===== config.mk =====
export PLATFORM = sky130hd
export DESIGN_NAME = hazard_stall_unit_flat
export DESIGN_NICKNAME = d
export VERILOG_FILES = /design/src/rtl/hazard_stall_if.sv /design/src/rtl/hazard_stall_unit.sv /design/src/flat_wrapper.sv
export SDC_FILE = /design/constraint.sdc
export NUM_CORES = 1
export LEC_CHECK = 0
export ABC_AREA = 0
export BUFFER_PORTS_ARGS = -buffer_cell sky130_fd_sc_hd__buf_2
export CAP_MARGIN = 20
export CORE_MARGIN = 5
export CORE_UTILIZATION = 48
export CTS_BUF_LIST = sky130_fd_sc_hd__clkbuf_16
export CTS_CLUSTER_SIZE = 28
export DETAILED_ROUTE_END_ITERATION = 16
export GPL_ROUTABILITY_DRIVEN = 1
export PLACE_DENSITY = 0.85
export RECOVER_POWER = 25
export SYNTH_ARGS = -nofsm -noshare
export SYNTH_HDL_FRONTEND = slang
export SYNTH_SLANG_ARGS = --single-unit

===== constraint.sdc =====
create_clock -name clk -period 4.87 [get_ports clk]
set_clock_uncertainty 0.15 [all_clocks]
set_input_delay 0.487 -clock clk [delete_from_list [all_inputs] [get_ports clk]]
set_output_delay 0.487 -clock clk [all_outputs]
set_load 0.02 [all_outputs]

===== src/rtl/hazard_stall_if.sv =====
// hazard_stall_if
//   Groups the hazard/stall controller's pipeline-facing signals.
//   master : pipeline side. It drives the ID/EX/MEM status and receives the stall controls.
//   slave  : hazard_stall_unit side.
//   Pipeline status : valid_id, rs_id, rt_id, use_rs_id, use_rt_id, memread_ex,
//                     dest_ex, branch_taken_ex, mem_busy
//   Controls        : pc_write_en, ifid_write_en, ifid_flush, idex_bubble, pipe_hold,
//                     mem_timeout_err, stall_cycles, flush_count
interface hazard_stall_if #(
  parameter int CNT_W = 32
);
  logic             valid_id;
  logic [4:0]       rs_id;
  logic [4:0]       rt_id;
  logic             use_rs_id;
  logic             use_rt_id;
  logic             memread_ex;
  logic [4:0]       dest_ex;
  logic             branch_taken_ex;
  logic             mem_busy;
  logic             pc_write_en;
  logic             ifid_write_en;
  logic             ifid_flush;
  logic             idex_bubble;
  logic             pipe_hold;
  logic             mem_timeout_err;
  logic [CNT_W-1:0] stall_cycles;
  logic [CNT_W-1:0] flush_count;

  modport master (
    output valid_id, rs_id, rt_id, use_rs_id, use_rt_id, memread_ex, dest_ex,
           branch_taken_ex, mem_busy,
    input  pc_write_en, ifid_write_en, ifid_flush, idex_bubble, pipe_hold,
           mem_timeout_err, stall_cycles, flush_count
  );

  modport slave (
    input  valid_id, rs_id, rt_id, use_rs_id, use_rt_id, memread_ex, dest_ex,
           branch_taken_ex, mem_busy,
    output pc_write_en, ifid_write_en, ifid_flush, idex_bubble, pipe_hold,
           mem_timeout_err, stall_cycles, flush_count
  );
endinterface


===== src/rtl/hazard_stall_unit.sv =====
// hazard_stall_unit
//   Pipeline hazard and stall controller for the 5-stage MIPS core.
//   - Load-use hazards: freezes PC and IF/ID, and bubbles ID/EX once or twice (LOAD_BUBBLES).
//   - Taken branches in EX: flushes IF/ID and bubbles ID/EX.
//   - Data-memory wait: holds the back end. A sticky error is raised after MEM_TIMEOUT busy cycles.
//   Ports:
//     clk : rising-edge clock
//     rst : asynchronous active-low reset. While it is low, all controls are forced low.
//     hz  : hazard_stall_if.slave, which carries the pipeline status in and the controls out.
//   Controls are Mealy outputs computed from the state and the current inputs.
//   Optional feature macro HAZARD_STATS_EN:
//     When defined, stall_cycles and flush_count are saturating counters.
//     When undefined, both ports are tied to zero.
module hazard_stall_unit #(
  parameter int LOAD_BUBBLES = 1,
  parameter int MEM_TIMEOUT  = 255,
  parameter int CNT_W        = 32
) (
  input logic           clk,
  input logic           rst,
  hazard_stall_if.slave hz
);
  typedef enum logic [1:0] {
    RUN      = 2'd0,
    LU_STALL = 2'd1,
    MEM_WAIT = 2'd2
  } state_t;

  localparam logic        TWO_BUBBLES = (LOAD_BUBBLES == 2);
  localparam logic [15:0] WAIT_LAST   = 16'(MEM_TIMEOUT - 1);

  state_t      state_r;
  state_t      state_nxt_s;
  state_t      ret_state_r;
  state_t      ret_nxt_s;
  state_t      eval_state_s;
  logic [15:0] wait_cnt_r;
  logic        err_r;
  logic        lu_hit_s;
  logic        pc_we_s;
  logic        ifid_we_s;
  logic        flush_s;
  logic        bubble_s;
  logic        hold_s;

  // load-use hazard: the ID instruction reads the register that the load in EX writes
  always_comb begin
    lu_hit_s = hz.valid_id & hz.memread_ex & (hz.dest_ex != 5'd0) &
               ((hz.use_rs_id & (hz.rs_id == hz.dest_ex)) |
                (hz.use_rt_id & (hz.rt_id == hz.dest_ex)));
  end

  // rules in force this cycle: the cycle memory becomes ready behaves like the saved state
  always_comb begin
    if ((state_r == MEM_WAIT) && !hz.mem_busy) begin
      eval_state_s = ret_state_r;
    end else begin
      eval_state_s = state_r;
    end
  end

  // next-state and control outputs
  always_comb begin
    pc_we_s     = 1'b1;
    ifid_we_s   = 1'b1;
    flush_s     = 1'b0;
    bubble_s    = 1'b0;
    hold_s      = 1'b0;
    state_nxt_s = state_r;
    ret_nxt_s   = ret_state_r;
    if (!rst) begin
      pc_we_s   = 1'b0;
      ifid_we_s = 1'b0;
    end else if (hz.mem_busy) begin
      hold_s      = 1'b1;
      pc_we_s     = 1'b0;
      ifid_we_s   = 1'b0;
      state_nxt_s = MEM_WAIT;
      // remember where to resume only on entry, so repeated busy cycles keep it
      if (state_r != MEM_WAIT) begin
        ret_nxt_s = state_r;
      end else begin
        ret_nxt_s = ret_state_r;
      end
    end else begin
      case (eval_state_s)
        LU_STALL: begin
          // second bubble; EX holds a bubble, so a branch indication here is stale
          pc_we_s     = 1'b0;
          ifid_we_s   = 1'b0;
          bubble_s    = 1'b1;
          state_nxt_s = RUN;
        end
        RUN: begin
          state_nxt_s = RUN;
          if (hz.branch_taken_ex) begin
            flush_s  = 1'b1;
            bubble_s = 1'b1;
          end else if (lu_hit_s) begin
            pc_we_s   = 1'b0;
            ifid_we_s = 1'b0;
            bubble_s  = 1'b1;
            if (TWO_BUBBLES) begin
              state_nxt_s = LU_STALL;
            end else begin
              state_nxt_s = RUN;
            end
          end else begin
            state_nxt_s = RUN;
          end
        end
        default: begin
          state_nxt_s = RUN;
        end
      endcase
    end
  end

  // state registers, busy-cycle counter and sticky timeout flag.
  // wait_cnt counts consecutive busy edges, including the entry edge. The flag therefore
  // sets on the MEM_TIMEOUT-th busy edge.
  always_ff @(posedge clk or negedge rst) begin
    if (!rst) begin
      state_r     <= RUN;
      ret_state_r <= RUN;
      wait_cnt_r  <= 16'd0;
      err_r       <= 1'b0;
    end else begin
      state_r     <= state_nxt_s;
      ret_state_r <= ret_nxt_s;
      if (hz.mem_busy) begin
        if (wait_cnt_r != 16'hFFFF) begin
          wait_cnt_r <= wait_cnt_r + 16'd1;
        end else begin
          wait_cnt_r <= wait_cnt_r;
        end
        if (wait_cnt_r == WAIT_LAST) begin
          err_r <= 1'b1;
        end else begin
          err_r <= err_r;
        end
      end else begin
        wait_cnt_r <= 16'd0;
        err_r      <= err_r;
      end
    end
  end

  assign hz.pc_write_en     = pc_we_s;
  assign hz.ifid_write_en   = ifid_we_s;
  assign hz.ifid_flush      = flush_s;
  assign hz.idex_bubble     = bubble_s;
  assign hz.pipe_hold       = hold_s;
  assign hz.mem_timeout_err = err_r;

`ifdef HAZARD_STATS_EN
  localparam logic [CNT_W-1:0] CNT_ONE = CNT_W'(1);

  logic [CNT_W-1:0] stall_cnt_r;
  logic [CNT_W-1:0] flush_cnt_r;

  // saturating statistics counters; pc_we_s is already low in reset, so only live cycles count
  always_ff @(posedge clk or negedge rst) begin
    if (!rst) begin
      stall_cnt_r <= '0;
      flush_cnt_r <= '0;
    end else begin
      if (!pc_we_s && (stall_cnt_r != {CNT_W{1'b1}})) begin
        stall_cnt_r <= stall_cnt_r + CNT_ONE;
      end else begin
        stall_cnt_r <= stall_cnt_r;
      end
      if (flush_s && (flush_cnt_r != {CNT_W{1'b1}})) begin
        flush_cnt_r <= flush_cnt_r + CNT_ONE;
      end else begin
        flush_cnt_r <= flush_cnt_r;
      end
    end
  end

  assign hz.stall_cycles = stall_cnt_r;
  assign hz.flush_count  = flush_cnt_r;
`else
  assign hz.stall_cycles = '0;
  assign hz.flush_count  = '0;
`endif
endmodule

===== src/flat_wrapper.sv =====
// flat-port wrapper written by rule: the top's interface ports become plain ports
module hazard_stall_unit_flat 
#(
  parameter int LOAD_BUBBLES = 1,
  parameter int MEM_TIMEOUT  = 255,
  parameter int CNT_W        = 32
)
  (clk, rst, hz_valid_id, hz_rs_id, hz_rt_id, hz_use_rs_id, hz_use_rt_id, hz_memread_ex, hz_dest_ex, hz_branch_taken_ex, hz_mem_busy, hz_pc_write_en, hz_ifid_write_en, hz_ifid_flush, hz_idex_bubble, hz_pipe_hold, hz_mem_timeout_err, hz_stall_cycles, hz_flush_count);
  hazard_stall_if #(.CNT_W(CNT_W)) hz_i ();
  input logic clk;
  input logic rst;
  input wire logic [$bits(hz_i.valid_id)-1:0] hz_valid_id;
  input wire logic [$bits(hz_i.rs_id)-1:0] hz_rs_id;
  input wire logic [$bits(hz_i.rt_id)-1:0] hz_rt_id;
  input wire logic [$bits(hz_i.use_rs_id)-1:0] hz_use_rs_id;
  input wire logic [$bits(hz_i.use_rt_id)-1:0] hz_use_rt_id;
  input wire logic [$bits(hz_i.memread_ex)-1:0] hz_memread_ex;
  input wire logic [$bits(hz_i.dest_ex)-1:0] hz_dest_ex;
  input wire logic [$bits(hz_i.branch_taken_ex)-1:0] hz_branch_taken_ex;
  input wire logic [$bits(hz_i.mem_busy)-1:0] hz_mem_busy;
  output wire logic [$bits(hz_i.pc_write_en)-1:0] hz_pc_write_en;
  output wire logic [$bits(hz_i.ifid_write_en)-1:0] hz_ifid_write_en;
  output wire logic [$bits(hz_i.ifid_flush)-1:0] hz_ifid_flush;
  output wire logic [$bits(hz_i.idex_bubble)-1:0] hz_idex_bubble;
  output wire logic [$bits(hz_i.pipe_hold)-1:0] hz_pipe_hold;
  output wire logic [$bits(hz_i.mem_timeout_err)-1:0] hz_mem_timeout_err;
  output wire logic [$bits(hz_i.stall_cycles)-1:0] hz_stall_cycles;
  output wire logic [$bits(hz_i.flush_count)-1:0] hz_flush_count;
  assign hz_i.valid_id = hz_valid_id;
  assign hz_i.rs_id = hz_rs_id;
  assign hz_i.rt_id = hz_rt_id;
  assign hz_i.use_rs_id = hz_use_rs_id;
  assign hz_i.use_rt_id = hz_use_rt_id;
  assign hz_i.memread_ex = hz_memread_ex;
  assign hz_i.dest_ex = hz_dest_ex;
  assign hz_i.branch_taken_ex = hz_branch_taken_ex;
  assign hz_i.mem_busy = hz_mem_busy;
  assign hz_pc_write_en = hz_i.pc_write_en;
  assign hz_ifid_write_en = hz_i.ifid_write_en;
  assign hz_ifid_flush = hz_i.ifid_flush;
  assign hz_idex_bubble = hz_i.idex_bubble;
  assign hz_pipe_hold = hz_i.pipe_hold;
  assign hz_mem_timeout_err = hz_i.mem_timeout_err;
  assign hz_stall_cycles = hz_i.stall_cycles;
  assign hz_flush_count = hz_i.flush_count;
  hazard_stall_unit #(.LOAD_BUBBLES(LOAD_BUBBLES), .MEM_TIMEOUT(MEM_TIMEOUT), .CNT_W(CNT_W)) u_core (.clk(clk), .rst(rst), .hz(hz_i));
endmodule

Yosys cells after proc, flatten, opt, wreduce, memory -nomap -nowiden
Index checks and enable logic that the tools add are counted.

cells by class
  eq/ne operators = 8
  muxes and demuxes = 20
  reduce and logical (&&, ||, !) cells = 6
  bitwise operators = 6
  add/subtract/negate cells = 1

operator list
  cell                   number
  $mux 16                2
  $add 16x1->16 const B  1
  $eq 16x8->1 const B    1
  $ne 16x16->1 const B   1
  $mux 1                 14
  $eq 5x5->1             2
  $and 1x1->1            5
  $reduce_bool 5->1      1
  $mux 2                 2
  $pmux 1 s2             2
  $reduce_and 3->1       1
  $eq 2x1->1 const B     1
  $eq 2x2->1 const B     1
  $logic_not 2->1        1
  $ne 2x1->1 const B     1
  $ne 2x2->1 const B     1
  $reduce_and 2->1       1
  $logic_and 1x1->1      1
  $logic_not 1->1        1
  $or 1x1->1             1

word-level totals
  bits of input ports = 23
  bits in registers = 21

Depth between registers and ports, before layout
  depth in word-level cells = 9
  mapped depth = 6
  depth with buffers taken out = 5

Worst setup path before layout
Ideal clock, no wire load.

  path type = input -> output
  from = in hz_dest_ex[0]
  to = out hz_pc_write_en
  path buffers = 1
  stages on the path = 5
  setup slack = 2405 ps
  arrival time = 1828 ps
  cells stage by stage = or4_1 -> nor2_1 -> a2111oi_0 -> a21oi_1 -> buf_4

between the ends
  cells in the longest elaborated chain, start to end = 9
  elaborated cells on any way between the ends = 13
  those cells by class = 2 x eq/ne; 5 x mux; 5 x bitwise; 1 x reduce/logical

RTL lines
  what                            RTL line                                          source
  from (decl)                     flat_wrapper.sv:18                                input wire logic [$bits(hz_i.dest_ex)-1:0] hz_dest_ex;
  $eq 5x5->1 (on tied branches)   hazard_stall_unit.sv:49, hazard_stall_unit.sv:50
  $and 1x1->1 (on tied branches)  hazard_stall_unit.sv:49, hazard_stall_unit.sv:50
  $or 1x1->1                      hazard_stall_unit.sv:49                           ((hz.use_rs_id & (hz.rs_id == hz.dest_ex)) |
  $and 1x1->1 (*)                 hazard_stall_unit.sv:48                           lu_hit_s = hz.valid_id & hz.memread_ex & (hz.dest_ex != 5'd0) &
  $mux 1 (*) (2 in series)        -
  $pmux 1 s2 (*)                  -
  $mux 1 (*) (2 in series)        -
  to (decl)                       flat_wrapper.sv:21                                output wire logic [$bits(hz_i.pc_write_en)-1:0] hz_pc_write_en;

Mark *: on every way between the ends. The rest lies on a longest branch, timed or not.

Final worst setup path
  from = in rst
  to = out hz_idex_bubble

between the ends
  cells in the longest elaborated chain, start to end = 1

RTL lines
  what         RTL line                 source
  from (decl)  flat_wrapper.sv:11       input logic rst;
  $mux 1       hazard_stall_unit.sv:71  if (!rst) begin
  to (decl)    flat_wrapper.sv:24       output wire logic [$bits(hz_i.idex_bubble)-1:0] hz_idex_bubble;

Every way passes these cells.

==> results.sh <==
export IMPL_grt_antenna_before_repair=0
export IMPL_clockBufferDepth=2
export IMPL_status="complete, no violations"
export IMPL_synth_warnings=0
export IMPL_gp_congestion=0.930
export IMPL_worstHoldPathType="in -> async"
export IMPL_n_fill_cell=332
export IMPL_io_pins=93
export IMPL_cts_tree="built"
export IMPL_p_per_area_nw_per_um2=244
export IMPL_maxCapViolCount=0
export IMPL_netlist_area_um2=1700
export IMPL_drc_errors=0
export IMPL_synth_most_common_cell="buf_4"
export IMPL_rsz0062_at_grt="no"
export IMPL_crit_arrival_ns=2.11
export IMPL_fmax_mhz=364
export IMPL_drt_iter0_drc=55
export IMPL_clkLatencyLatePin_ns=0.25
export IMPL_synthXorXnorAreaFrac_pct=5.16
export IMPL_core_um2=3390
export IMPL_ys_seq_area_share_pct=28.0
export IMPL_power_uw=416
export IMPL_critPathCaptureType="primary output"
export IMPL_slew_headroom_pct=27.4
export IMPL_multi_input_area_um2=938
export IMPL_rows=21
export IMPL_ys_ff_latch=19
export IMPL_synth_cell_types=36
export IMPL_synthMuxAreaShare_pct=1.77
export IMPL_yosys_area_top_type_share_pct=28.8
export IMPL_power_static_leakage_uw=0.000839
export IMPL_synth_fa_ha_area_share_pct=1.47
export IMPL_yosysTopAreaCell="buf_4"
export IMPL_regArea_um2=475
export IMPL_synth_compound_area_share_pct=13.2
export IMPL_grt_pass1_wl_um=5380
export IMPL_setup_tns_ns=0
export IMPL_die_height_um=69.5
export IMPL_cts_root_buf="clkbuf_16"
export IMPL_ys_top_cells_by_area="buf_4, dfrtp_1, xnor2_1, a21oi_1, nand2_1"
export IMPL_final_instance_count_excl_fill=273
export IMPL_post_place_cells=269
export IMPL_numCtsBuffers=3
export IMPL_first_global_vias=1179
export IMPL_antenna_diode_count=0
export IMPL_hold_violations=0
export IMPL_postRouteAntennaNets=0
export IMPL_dieArea_um2=4820
export IMPL_synth_simple_gate_area_share_pct=19.5
export IMPL_io_buffer_count=28
export IMPL_synthCells=201
export IMPL_fin_crit_ns=2.75
export IMPL_postCtsResizedCells=0
export IMPL_synth_top_family_by_area="buffers and inverters"
export IMPL_synth_edf_count=0
export IMPL_fin_crit_sh_pct=56.5
export IMPL_via_per_inst=4.82
export IMPL_synth_async_sr_flop_share_pct=100
export IMPL_setup_viol=0
export IMPL_layout_drive_gt1_share_pct=13.7
export IMPL_clk_pin_slew_worst_paths_ns=0.05
export IMPL_wl_um=3230
export IMPL_cp_start_kind="input pin"
export IMPL_final_nets=253
export IMPL_holdWs_ns=0.273
export IMPL_grt_max_degree=23
export IMPL_synthTopCellsByCount="buf_4, dfrtp_1, nand2_1, a21oi_1, xnor2_1"
export IMPL_peakVddDrop_uv=97.1
export IMPL_grt_ovfl_total=0
export IMPL_path_max_fanout=22
export IMPL_area_growth_pct=0.442
export IMPL_cts_sinks=19
export IMPL_worst_ep_required_time_ns=4.23
export IMPL_via_count=1315
export IMPL_place_detailed_hpwl_um=2560
export IMPL_worst_pin_slew_ns=1.09
export IMPL_synthFlopType="dfrtp_1"
export IMPL_critPathKind="in -> out"
export IMPL_die_x_um=69.5
export IMPL_cts_setup_buffers=0
export IMPL_initial_core_util_pct=50.1
export IMPL_final_util_pct=50.3
export IMPL_slew_viol_final=0
export IMPL_cts_hold_buffers_added=0
export IMPL_grt_usage_pct=13.2
export IMPL_post_drt_wl_per_cell_um=11.8
export IMPL_htree_levels=1
export IMPL_first_pass_iters=4
export IMPL_synth_area_per_cell_um2=8.44
[power by group]
group | internal (µW) | total, µW | leakage (µW) | switching [µW]
clock | 109 | 165 | 0.0000423 | 56.3
sequential | 161 | 164 | 0.000261 | 3.67
combinational | 19.2 | 86.2 | 0.000536 | 67.0
[sequential cells by signal, summed over array words and instances (netlist names)]
name                       count
u_core.wait_cnt_r             16
u_core.hz.mem_timeout_err      1
u_core.ret_state_r             1
u_core.state_r                 1
[metal layers]
metal / track usage, % / up-vias / share of wire, %
li1: - / 630 / -
met4: 4.99 / 0 / 1.6
met5: 0 / - / 0
met1: 16.7 / 610 / 40
met2: 20.7 / 68 / 47
met3: 4.49 / 7 / 12
[cell usage in the layout, fill, tap and decap left out, types with 4 or more instances in the layout]
cell type and n:
a21oi_1 10, buf_2 27, conb_1 64, dfrtp_1 19
inv_1 5, nand2_1 13, nand2b_1 4, nand3_1 9
nand4_1 5, nor2_1 7, nor3_1 4, o21ai_0 4
or4_1 4, xnor2_1 10
[worst paths after layout]
path,startpoint,endpoint,slack [ns],cells past startpoint
min reg2reg,u_core.hz.mem_timeout_err,u_core.hz.mem_timeout_err,0.33,1
min in group clk,u_core.hz.mem_timeout_err,u_core.hz.mem_timeout_err,0.33,1
max reg2reg,u_core.wait_cnt_r[1],u_core.wait_cnt_r[15],2.72,5
max in group asynchronous,rst,u_core.wait_cnt_r[5],3.65,1
max,rst,hz_idex_bubble,2.12,6
min,rst,u_core.wait_cnt_r[1],0.27,1
[through the flow]
step / setup slack, ns / instance area (µm²)
2_1_floorplan: 2.41 / 1930
3_3_place_gp: 2.53 / 1630
3_5_place_dp: 2.49 / 1630
4_1_cts: 2.49 / 1710
5_1_grt: 1.75 / 1700
6_report: 2.12 / 1700
[kinds of logic (layout without fill, tap and decap cells)]
family | Yosys count | in the layout
buffers and inverters | 73 | 36
XOR/XNOR | 10 | 10
AND/OR/NAND/NOR | 60 | 60
multiplexers | 3 | 3
flip-flops | 19 | 19
adder cells (fa/ha/maj) | 2 | 2
AO/OA/AOI/OAI | 33 | 33
other | 1 | 64
[critical path, stage by stage]
cell and delay [ns]:
clkbuf_1 0.79, nand2b_1 0.15, a21oi_1 0.18, nor3b_1 0.20, a21o_1 0.14, buf_2 0.16
[layout make-up]
class | instances | share of cell area [%]
multi-input combinational | 172 | 55.1
tap | 46 | 3.38
clock inverter | 1 | 0.220
timing repair buffer | 28 | 8.15
sequential | 19 | 27.9
clock buffer | 3 | 4.41
inverter | 4 | 0.881
No activity file was read; power rests on OpenSTA's default activity.
